<file path="src/rtl/uart_tx_arbiter_if.sv">
// Producer/transmitter-side bundle of the uart_tx round-robin arbiter.
// Latency: none (wiring only).
// Backpressure: requesters hold req/data until their ack pulse.
interface uart_tx_arbiter_if #(
  parameter int NREQ = 4,
  parameter int DBIT = 8,
  parameter int GW   = 2
);
  logic [NREQ-1:0]      req;
  logic [NREQ*DBIT-1:0] din_bus;
  logic [NREQ-1:0]      ack;
  logic                 tx_start;
  logic [DBIT-1:0]      tx_din;
  logic                 tx_done_tick;
  logic                 busy;
  logic [GW-1:0]        grant_id;
  logic                 timeout_err;
  logic                 err_clr;

  // Producers, transmitter feedback and error clear drive the arbiter.
  modport master (
    output req, din_bus, tx_done_tick, err_clr,
    input  ack, tx_start, tx_din, busy, grant_id, timeout_err
  );

  // The arbiter itself.
  modport slave (
    input  req, din_bus, tx_done_tick, err_clr,
    output ack, tx_start, tx_din, busy, grant_id, timeout_err
  );
endinterface

</file>
<file path="src/rtl/uart_tx_arbiter.sv">
// Round-robin arbiter sharing one uart_tx between NREQ byte producers.
// Latency: req seen in IDLE -> tx_start/ack registered on the next edge.
// Backpressure: one frame in flight; requests stay unacked during BUSY/GAP.
module uart_tx_arbiter #(
  parameter int NREQ        = 4,
  parameter int DBIT        = 8,
  parameter int GW          = 2,
  parameter int GAP_CYC     = 0,
  parameter int TIMEOUT_CYC = 65536
) (
  input logic              clk,
  input logic              reset,
  uart_tx_arbiter_if.slave bus
);

  localparam int PW   = (NREQ > 1) ? $clog2(NREQ) : 1;
  // One counter serves both the BUSY watchdog and the GAP delay.
  localparam int CMAX = ((TIMEOUT_CYC - 1) > GAP_CYC) ? (TIMEOUT_CYC - 1) : GAP_CYC;
  localparam int CW   = (CMAX > 1) ? $clog2(CMAX + 1) : 1;

  localparam logic [CW-1:0] TO_LAST  = CW'(TIMEOUT_CYC - 1);
  localparam logic [CW-1:0] GAP_LAST = (GAP_CYC > 0) ? CW'(GAP_CYC - 1) : '0;
  localparam logic [PW-1:0] PTR_LAST = PW'(NREQ - 1);

  typedef enum logic [1:0] {
    IDLE = 2'd0,
    BUSY = 2'd1,
    GAP  = 2'd2
  } state_t;

  state_t          state_q;
  logic [PW-1:0]   rr_q;
  logic [CW-1:0]   cnt_q;
  logic            tx_start_q;
  logic [NREQ-1:0] ack_q;
  logic [DBIT-1:0] tx_din_q;
  logic [GW-1:0]   grant_id_q;
  logic            busy_q;
  logic            timeout_err_q;

  logic            gnt_vld_d;
  logic [PW-1:0]   gnt_d;
  logic [DBIT-1:0] din_d;
  logic [PW-1:0]   rr_d;

  // Round-robin pick: first pass covers rr_q..NREQ-1, second pass wraps to 0.
  always_comb begin
    gnt_vld_d = 1'b0;
    gnt_d     = '0;
    din_d     = '0;
    for (int i = 0; i < NREQ; i++) begin
      if (!gnt_vld_d && bus.req[i] && (PW'(i) >= rr_q)) begin
        gnt_vld_d = 1'b1;
        gnt_d     = PW'(i);
      end
    end
    for (int i = 0; i < NREQ; i++) begin
      if (!gnt_vld_d && bus.req[i]) begin
        gnt_vld_d = 1'b1;
        gnt_d     = PW'(i);
      end
    end
    for (int i = 0; i < NREQ; i++) begin
      if (PW'(i) == gnt_d) begin
        din_d = bus.din_bus[i*DBIT +: DBIT];
      end
    end
    rr_d = (gnt_d == PTR_LAST) ? '0 : gnt_d + 1'b1;
  end

  // Frame FSM: grant in IDLE, wait for done or watchdog in BUSY, idle out in GAP.
  always_ff @(posedge clk or negedge reset) begin
    if (!reset) begin
      state_q       <= IDLE;
      rr_q          <= '0;
      cnt_q         <= '0;
      tx_start_q    <= 1'b0;
      ack_q         <= '0;
      tx_din_q      <= '0;
      grant_id_q    <= '0;
      busy_q        <= 1'b0;
      timeout_err_q <= 1'b0;
    end else begin
      tx_start_q <= 1'b0;
      ack_q      <= '0;
      // A watchdog set below in the same cycle overrides this clear.
      if (bus.err_clr) begin
        timeout_err_q <= 1'b0;
      end
      case (state_q)
        IDLE: begin
          if (gnt_vld_d) begin
            tx_din_q   <= din_d;
            grant_id_q <= GW'(gnt_d);
            tx_start_q <= 1'b1;
            for (int i = 0; i < NREQ; i++) begin
              ack_q[i] <= (PW'(i) == gnt_d);
            end
            rr_q    <= rr_d;
            cnt_q   <= '0;
            busy_q  <= 1'b1;
            state_q <= BUSY;
          end
        end
        BUSY: begin
          if (bus.tx_done_tick) begin
            cnt_q <= '0;
            if (GAP_CYC == 0) begin
              busy_q  <= 1'b0;
              state_q <= IDLE;
            end else begin
              state_q <= GAP;
            end
          end else if (cnt_q == TO_LAST) begin
            // Frame lost: flag it and release the transmitter.
            timeout_err_q <= 1'b1;
            cnt_q         <= '0;
            busy_q        <= 1'b0;
            state_q       <= IDLE;
          end else begin
            cnt_q <= cnt_q + 1'b1;
          end
        end
        GAP: begin
          if (cnt_q == GAP_LAST) begin
            cnt_q   <= '0;
            busy_q  <= 1'b0;
            state_q <= IDLE;
          end else begin
            cnt_q <= cnt_q + 1'b1;
          end
        end
        default: begin
          cnt_q   <= '0;
          busy_q  <= 1'b0;
          state_q <= IDLE;
        end
      endcase
    end
  end

  assign bus.tx_start    = tx_start_q;
  assign bus.ack         = ack_q;
  assign bus.tx_din      = tx_din_q;
  assign bus.grant_id    = grant_id_q;
  assign bus.busy        = busy_q;
  assign bus.timeout_err = timeout_err_q;

endmodule
</file>
<file path="src/flat_wrapper.sv">
// flat-port wrapper written by rule: the top's interface ports become plain ports
module uart_tx_arbiter_flat 
#(
  parameter int NREQ        = 4,
  parameter int DBIT        = 8,
  parameter int GW          = 2,
  parameter int GAP_CYC     = 0,
  parameter int TIMEOUT_CYC = 65536
)
  (clk, reset, bus_req, bus_din_bus, bus_tx_done_tick, bus_err_clr, bus_ack, bus_tx_start, bus_tx_din, bus_busy, bus_grant_id, bus_timeout_err);
  uart_tx_arbiter_if #(.NREQ(NREQ), .DBIT(DBIT), .GW(GW)) bus_i ();
  input logic clk;
  input logic reset;
  input wire logic [$bits(bus_i.req)-1:0] bus_req;
  input wire logic [$bits(bus_i.din_bus)-1:0] bus_din_bus;
  input wire logic [$bits(bus_i.tx_done_tick)-1:0] bus_tx_done_tick;
  input wire logic [$bits(bus_i.err_clr)-1:0] bus_err_clr;
  output wire logic [$bits(bus_i.ack)-1:0] bus_ack;
  output wire logic [$bits(bus_i.tx_start)-1:0] bus_tx_start;
  output wire logic [$bits(bus_i.tx_din)-1:0] bus_tx_din;
  output wire logic [$bits(bus_i.busy)-1:0] bus_busy;
  output wire logic [$bits(bus_i.grant_id)-1:0] bus_grant_id;
  output wire logic [$bits(bus_i.timeout_err)-1:0] bus_timeout_err;
  assign bus_i.req = bus_req;
  assign bus_i.din_bus = bus_din_bus;
  assign bus_i.tx_done_tick = bus_tx_done_tick;
  assign bus_i.err_clr = bus_err_clr;
  assign bus_ack = bus_i.ack;
  assign bus_tx_start = bus_i.tx_start;
  assign bus_tx_din = bus_i.tx_din;
  assign bus_busy = bus_i.busy;
  assign bus_grant_id = bus_i.grant_id;
  assign bus_timeout_err = bus_i.timeout_err;
  uart_tx_arbiter #(.NREQ(NREQ), .DBIT(DBIT), .GW(GW), .GAP_CYC(GAP_CYC), .TIMEOUT_CYC(TIMEOUT_CYC)) u_core (.clk(clk), .reset(reset), .bus(bus_i));
endmodule
</file>
<file path="config.mk">
export PLATFORM = sky130hd
export DESIGN_NAME = uart_tx_arbiter_flat
export DESIGN_NICKNAME = d
export VERILOG_FILES = /design/src/rtl/uart_tx_arbiter_if.sv /design/src/rtl/uart_tx_arbiter.sv /design/src/flat_wrapper.sv
export SDC_FILE = /design/constraint.sdc
export NUM_CORES = 1
export LEC_CHECK = 0
export CORE_ASPECT_RATIO = 0.5
export CORE_UTILIZATION = 47
export DETAILED_ROUTE_END_ITERATION = 10
export PLACE_DENSITY = 0.79
export SLEW_MARGIN = 10
export SYNTH_ARGS = -nofsm -noshare
export SYNTH_HDL_FRONTEND = slang
export SYNTH_SLANG_ARGS = --single-unit
</file>
<file path="constraint.sdc">
create_clock -name clk -period 2.8 [get_ports clk]
set_input_delay 0.56 -clock clk [delete_from_list [all_inputs] [get_ports clk]]
set_output_delay 0.56 -clock clk [all_outputs]
set_load 0.01 [all_outputs]
</file>
==> flow_summary.yaml, run 1 <==
floorplan:
  pin_count: 57
  num_rows: 16
  dieArea_um2: 4470
  die_width_um: 93.6
  coreArea_um2: 3960
  die_h_um: 47.8
  initial_utilization: 0.497
layout:
  antenna_cells: 0
  utilization: 0.674
  nets: 317
  areaGrowthSynthToFinish_pct: 35.6
  fillCellCount: 311
  seqCellArea_um2: 876
  multi_input_area_um2: 983
  fin_cells: 326
  design_area_um2: 2670
  drive_above_1_share: 0.0699
clock_network:
  clk_path_buf_depth: 2
  cts_tree: "yes"
  root_buffer: "clkbuf_8"
  clk_latency_ns: 0.29
  cts.clk_slew.worst_paths_ns: 0.07
  htreeDepth: 2
  clock_sink_count: 35
  cts_resized: 0
  cts_hold_buffers: 0
  cts_buffers: 5
  post-cts-setup-buffer-count: 0
critical_path:
  critPathTopFamily: "compound AO/OA/AOI/OAI gates"
  cp.required_ns: 3.01
  arrival_ns: 2.78
  cpMaxStageDelayCell: "clkdlybuf4s50_1"
  end_kind: "register"
  critPathBufInv: 3
  path_class: "input pin to register"
  path_cells: "clkdlybuf4s50_1, nand2b_1, a21o_1, o211ai_1, inv_1, ha_1, nor2b_1, buf_4, a221oi_1, a211o_1, a31oi_1"
  start_kind: "input pin"
  slowest_delay_ns: 0.53
  rr_endpoint: "u_core.bus.tx_din[3]"
  rr_worst_depth: 10
  rrSetupSlack_ns: 0.49
  critical_path.max_fanout: 8
  reg2reg_from: "u_core.rr_q[1]"
synth:
  ys.flop_type: "dfrtp_1"
  yosysSeqAreaShare: 0.444
  netlist.top_cell.by_area: "dfrtp_1"
  syn_area_um2: 1970
  async_flop_share: 1.00
  ys_ff_latch: 35
  synth.avg_cell_area_um2: 9.08
  synthTopCellsByCount: "35 x dfrtp_1, 25 x nand2_1, 20 x nor2_1"
  netlist.area_leader.share: 0.444
  synth.most_common_cell: "dfrtp_1"
  ys_top_cells_by_area: "dfrtp_1 44%, a31oi_1 5.4%, nand2_1 4.8%"
  yosysWarnings: 0
  syn_nets: 262
  postSynthCellCount: 217
  synth_edf_count: 0
  yosysUniqueCellTypes: 43
detailed_routing:
  drc: 0
  via_per_inst: 5.75
  drt_first_iter_violations: 61
  drt_wl_total_um: 4620
  dr.pass1.iters: 4
  route.vias.total: 1873
  ant_nets: 0
  post_drt_wl_per_cell_um: 14.2
placed_design:
  place_area_um2: 2580
  place.detailed.hpwl_um: 3390
  pre_cts_slack_ns: -0.0228
  gp_congestion: 0.885
  port_buffers: 56
  dp.cells: 319
global_route:
  grt-ovfl-total: 0
  grt_pass1_vias: 1646
  grt_max_degree: 36
  antenna_found_initial: 0
  track_usage: 0.218
  grt_pass1_wl_um: 7260
run:
  max_cap_violations: 0
timing:
  min_period_over_period: 0.915
  slew-limit-headroom: 0.564
  drv_slew: 0
  timing.fmax_mhz: 390
  tightest_slew_ns: 0.652
  fin_crit_ns: 2.56
  hold_viol: 0
  fin_ws_ns: 0.238
  skew_ns: 0.00808
  grt_setup_unrepaired: "false"
  finalSetupViolations: 0
hold_path:
  hp-start: "u_core.bus.grant_id[0]"
  min_path_type: "register to register"
  hold_end: "u_core.bus.grant_id[0]"
  whs_path_depth: 1
pwr:
  p_leak_nw: 1.13
  ir_drop_mv: 0.405
  p_per_area_nw_per_um2: 768
  total_power_mw: 2.05
run_status:
  status: "finished, final reports clean"
placed cells by master, fill, tap and decap left out, types with 5 or more instances in the layout:
cell type and instances:
nand3_1 5, clkbuf_8 6, and2_1 6, ha_1 5, dfrtp_1 35, o21ai_0 5
buf_4 7, a211o_1 8, a31oi_1 17, nand2_1 25, nand4_1 5, a221oi_1 8
inv_1 12, clkdlybuf4s50_1 56, nor2_1 20
metrics by stage:
| step | hold WS (ns) | TNS (ns) |
|---|---|---|
| final | 0.511 | 0 |
| after global routing | 0.544 | 0 |
| after CTS | 0.515 | 0 |
| after detailed placement | 0.499 | -0.0479 |
| after global placement | 0.492 | 0 |
| after floorplan | 0.264 | 0 |
sequential cells by signal, summed over array words and instances, names as in the netlist:
register                flops
u_core.cnt_q               16
u_core.bus.tx_din           8
u_core.bus.ack              4
u_core.bus.grant_id         2
u_core.rr_q                 2
u_core.bus.busy             1
u_core.bus.timeout_err      1
u_core.bus.tx_start         1
layer usage:
layer | part of all wire | GRT usage
met3 | 0.062 | 0.0619
met2 | 0.47 | 0.369
met4 | 0.019 | 0.117
met5 | 0 | 0
met1 | 0.45 | 0.267
where the power goes:
group,switching (mW),internal (mW)
Clock,0.184,0.193
Sequential,0.0962,0.637
Combinational,0.446,0.496
Total,0.725,1.33
area by class of cell:
type / instances / share of cell area
Clock buffer: 6 / 0.0309
Clock inverter: 1 / 0.00187
Inverter: 12 / 0.0169
Multi-Input combinational cell: 155 / 0.368
Sequential cell: 35 / 0.328
Tap cell: 54 / 0.0253
Timing Repair Buffer: 63 / 0.229
worst max path at each step:
stage | slack, ns | depth (start not counted) | startpoint | endpoint
6_report | 0.24 | 11 | bus_req[2] | u_core.bus.tx_din[3]
3_3_place_gp | 0.08 | 11 | bus_req[2] | u_core.bus.tx_din[3]
5_1_grt | 0.06 | 11 | bus_req[3] | u_core.bus.tx_din[2]
4_1_cts | 0.26 | 11 | bus_req[2] | u_core.bus.tx_din[3]
3_5_place_dp | -0.02 | 11 | bus_req[2] | u_core.bus.tx_din[3]
2_1_floorplan | 0.46 | 11 | bus_req[1] | u_core.bus.tx_din[0]
cells by family (layout without fill, tap and decap cells):
kind of cell             after synthesis  count (layout)  share of synthesized area
flip-flops                            35              35                      0.444
multiplexers                           3               3                     0.0165
adder cells (fa/ha/maj)                5               5                     0.0317
buffers and inverters                 27              82                     0.0565
AO/OA/AOI/OAI                         60              60                      0.225
AND/OR/NAND/NOR                       87              87                      0.225
Power figures use the tool's default switching activity.
==> run 2: changes to the inputs <==
--- a/config.mk
+++ b/config.mk
@@ -5,11 +5,12 @@
 export SDC_FILE = /design/constraint.sdc
 export NUM_CORES = 1
 export LEC_CHECK = 0
+export CELL_PAD_IN_SITES_DETAIL_PLACEMENT = 0
+export CELL_PAD_IN_SITES_GLOBAL_PLACEMENT = 1
 export CORE_ASPECT_RATIO = 0.5
-export CORE_UTILIZATION = 47
+export CORE_UTILIZATION = 35
 export DETAILED_ROUTE_END_ITERATION = 10
-export PLACE_DENSITY = 0.79
-export SLEW_MARGIN = 10
+export PLACE_DENSITY_LB_ADDON = 0.1
 export SYNTH_ARGS = -nofsm -noshare
 export SYNTH_HDL_FRONTEND = slang
 export SYNTH_SLANG_ARGS = --single-unit
==> run 2 against run 1 <==
Hold slack got worse by 0.16 ns. Via count decreased by 3.9%. Die area increased by 33%. Core utilization decreased by 16 points. Power decreased by 1.7%.
==> flow_summary.yaml, run 2 (same netlist as run 1, synthesis figures left out) <==
layout:
  nets: 317
  drive_above_1_share: 0.0664
  fillCellCount: 463
  areaGrowthSynthToFinish_pct: 35.6
  layout_commonest_cell: "clkdlybuf4s50_1"
  antenna_cells: 0
  fin_cells: 341
  layout_common_cells: "55 x clkdlybuf4s50_1, 35 x dfrtp_1, 25 x nand2_1, 20 x nor2_1, 17 x a31oi_1"
  max_flop_register: "u_core.cnt_q"
  utilization: 0.518
  design_area_um2: 2670
  largest_reg_flops: 16
clock_network:
  cts.clk_slew.worst_paths_ns: 0.07
  htreeDepth: 2
  cts_resized: 0
  clk_path_buf_depth: 2
  cts_hold_buffers: 0
  post-cts-setup-buffer-count: 0
  cts_buffers: 5
  clk_latency_ns: 0.28
  cts_tree: "yes"
  clock_sink_count: 35
  root_buffer: "clkbuf_8"
critical_path:
  reg2reg_from: "u_core.cnt_q[1]"
  path_class: "input pin to register"
  cp-startpoint: "bus_req[1]"
  critical_path.max_fanout: 17
  cp.required_ns: 3.00
  rrSetupSlack_ns: 0.52
  critPathCapture: "u_core.bus.tx_din[0]"
  rr_endpoint: "u_core.cnt_q[1]"
  start_kind: "input pin"
  end_kind: "register"
  arrival_ns: 2.75
  rr_worst_depth: 5
pwr:
  p_leak_nw: 1.12
  ir_drop_mv: 0.304
  p_per_area_nw_per_um2: 755
timing:
  fin_crit_ns: 2.54
  min_period_over_period: 0.909
  timing.fmax_mhz: 393
  slew-limit-headroom: 0.481
  hold_viol: 0
  finalSetupViolations: 0
  hold_slack_ns: 0.350
  drv_slew: 0
  grt_setup_unrepaired: "false"
  fin_ws_ns: 0.256
  skew_ns: 0.00398
  tightest_slew_ns: 0.779
floorplan:
  pin_count: 57
  die_h_um: 55.1
  initial_utilization: 0.382
  die_width_um: 108
  num_rows: 18
  coreArea_um2: 5160
  dieArea_um2: 5950
detailed_routing:
  drt-met1-wl_um: 2390
  drt_wl_total_um: 4850
  dr_wl_met2_um: 2100
  route.vias.total: 1800
  post_drt_wl_per_cell_um: 14.2
  wl_met3_um: 304
  via_per_inst: 5.28
  drc: 0
  ant_nets: 0
  top_layer_used: "met4"
  drt_first_iter_violations: 81
  dr.pass1.iters: 4
placed_design:
  port_buffers: 56
  gp_congestion: 0.826
  place.detailed.hpwl_um: 3480
  dp.cells: 335
  place_area_um2: 2600
  pre_cts_slack_ns: -0.0299
global_route:
  grt_max_degree: 36
  antenna_found_initial: 0
  track_usage: 0.183
  grt-ovfl-total: 0
  grt_pass1_vias: 1666
  grt_pass1_wl_um: 7980
run_status:
  status: "finished, final reports clean"
run:
  max_cap_violations: 0
hold_path:
  min_path_type: "input pin to asynchronous set/reset pin"
run 2: layout make-up:
cell class,instances,area [um2],area share
tap,70,87.6,0.0328
inverter,12,45.0,0.0169
clock buffer,6,72.6,0.0272
timing repair buffer,63,608,0.228
sequential,35,876,0.328
multi-input combinational,155,983,0.368
run 2: routing by layer:
metal  vias up  GRT usage
li1        902          -
met1       839      0.248
met2        52      0.272
met3         7     0.0632
met4         0     0.0662
met5         -          0
run 2: worst min path at each step:
| stage | to | start | slack [ns] | cells after the start |
|---|---|---|---|---|
| after floorplan | u_core.bus.ack[0] | reset | 0.26 | 0 |
| after global placement | u_core.bus.grant_id[1] | u_core.bus.grant_id[1] | 0.51 | 1 |
| after detailed placement | u_core.bus.grant_id[0] | u_core.bus.grant_id[0] | 0.51 | 1 |
| after CTS | u_core.cnt_q[7] | reset | 0.39 | 1 |
| after global routing | u_core.cnt_q[8] | reset | 0.44 | 1 |
| final | u_core.cnt_q[7] | reset | 0.35 | 1 |
run 2: worst max-delay path, stage by stage:
cell and delay, ns:
clkdlybuf4s50_1 0.46, nor3b_1 0.22, a211oi_1 0.07, nor2_1 0.17, buf_4 0.15, ha_1 0.52
a221oi_1 0.13, a211o_1 0.30, a31oi_1 0.16
run 2: where the power goes:
| group | internal (mW) | switching [mW] | total [mW] |
|---|---|---|---|
| registers | 0.638 | 0.0967 | 0.735 |
| logic | 0.495 | 0.449 | 0.945 |
| clock network | 0.166 | 0.173 | 0.339 |
run 2: per-stage QoR:
| stage | total power, mW | TNS (ns) |
|---|---|---|
| final | 2.02 | 0 |
| after global routing | 2.18 | 0 |
| after CTS | 2.03 | 0 |
| after detailed placement | 1.69 | -0.0800 |
| after global placement | 1.67 | 0 |
| after floorplan | 1.26 | 0 |
==> run 3: changes to the inputs <==
--- a/config.mk
+++ b/config.mk
@@ -11,6 +11,7 @@
 export CORE_UTILIZATION = 35
 export DETAILED_ROUTE_END_ITERATION = 10
 export PLACE_DENSITY_LB_ADDON = 0.1
+export SLEW_MARGIN = 20
 export SYNTH_ARGS = -nofsm -noshare
 export SYNTH_HDL_FRONTEND = slang
 export SYNTH_SLANG_ARGS = --single-unit
==> results of run 3 <==
No change in the layout: final DEF, timing and power equal those of run 2.
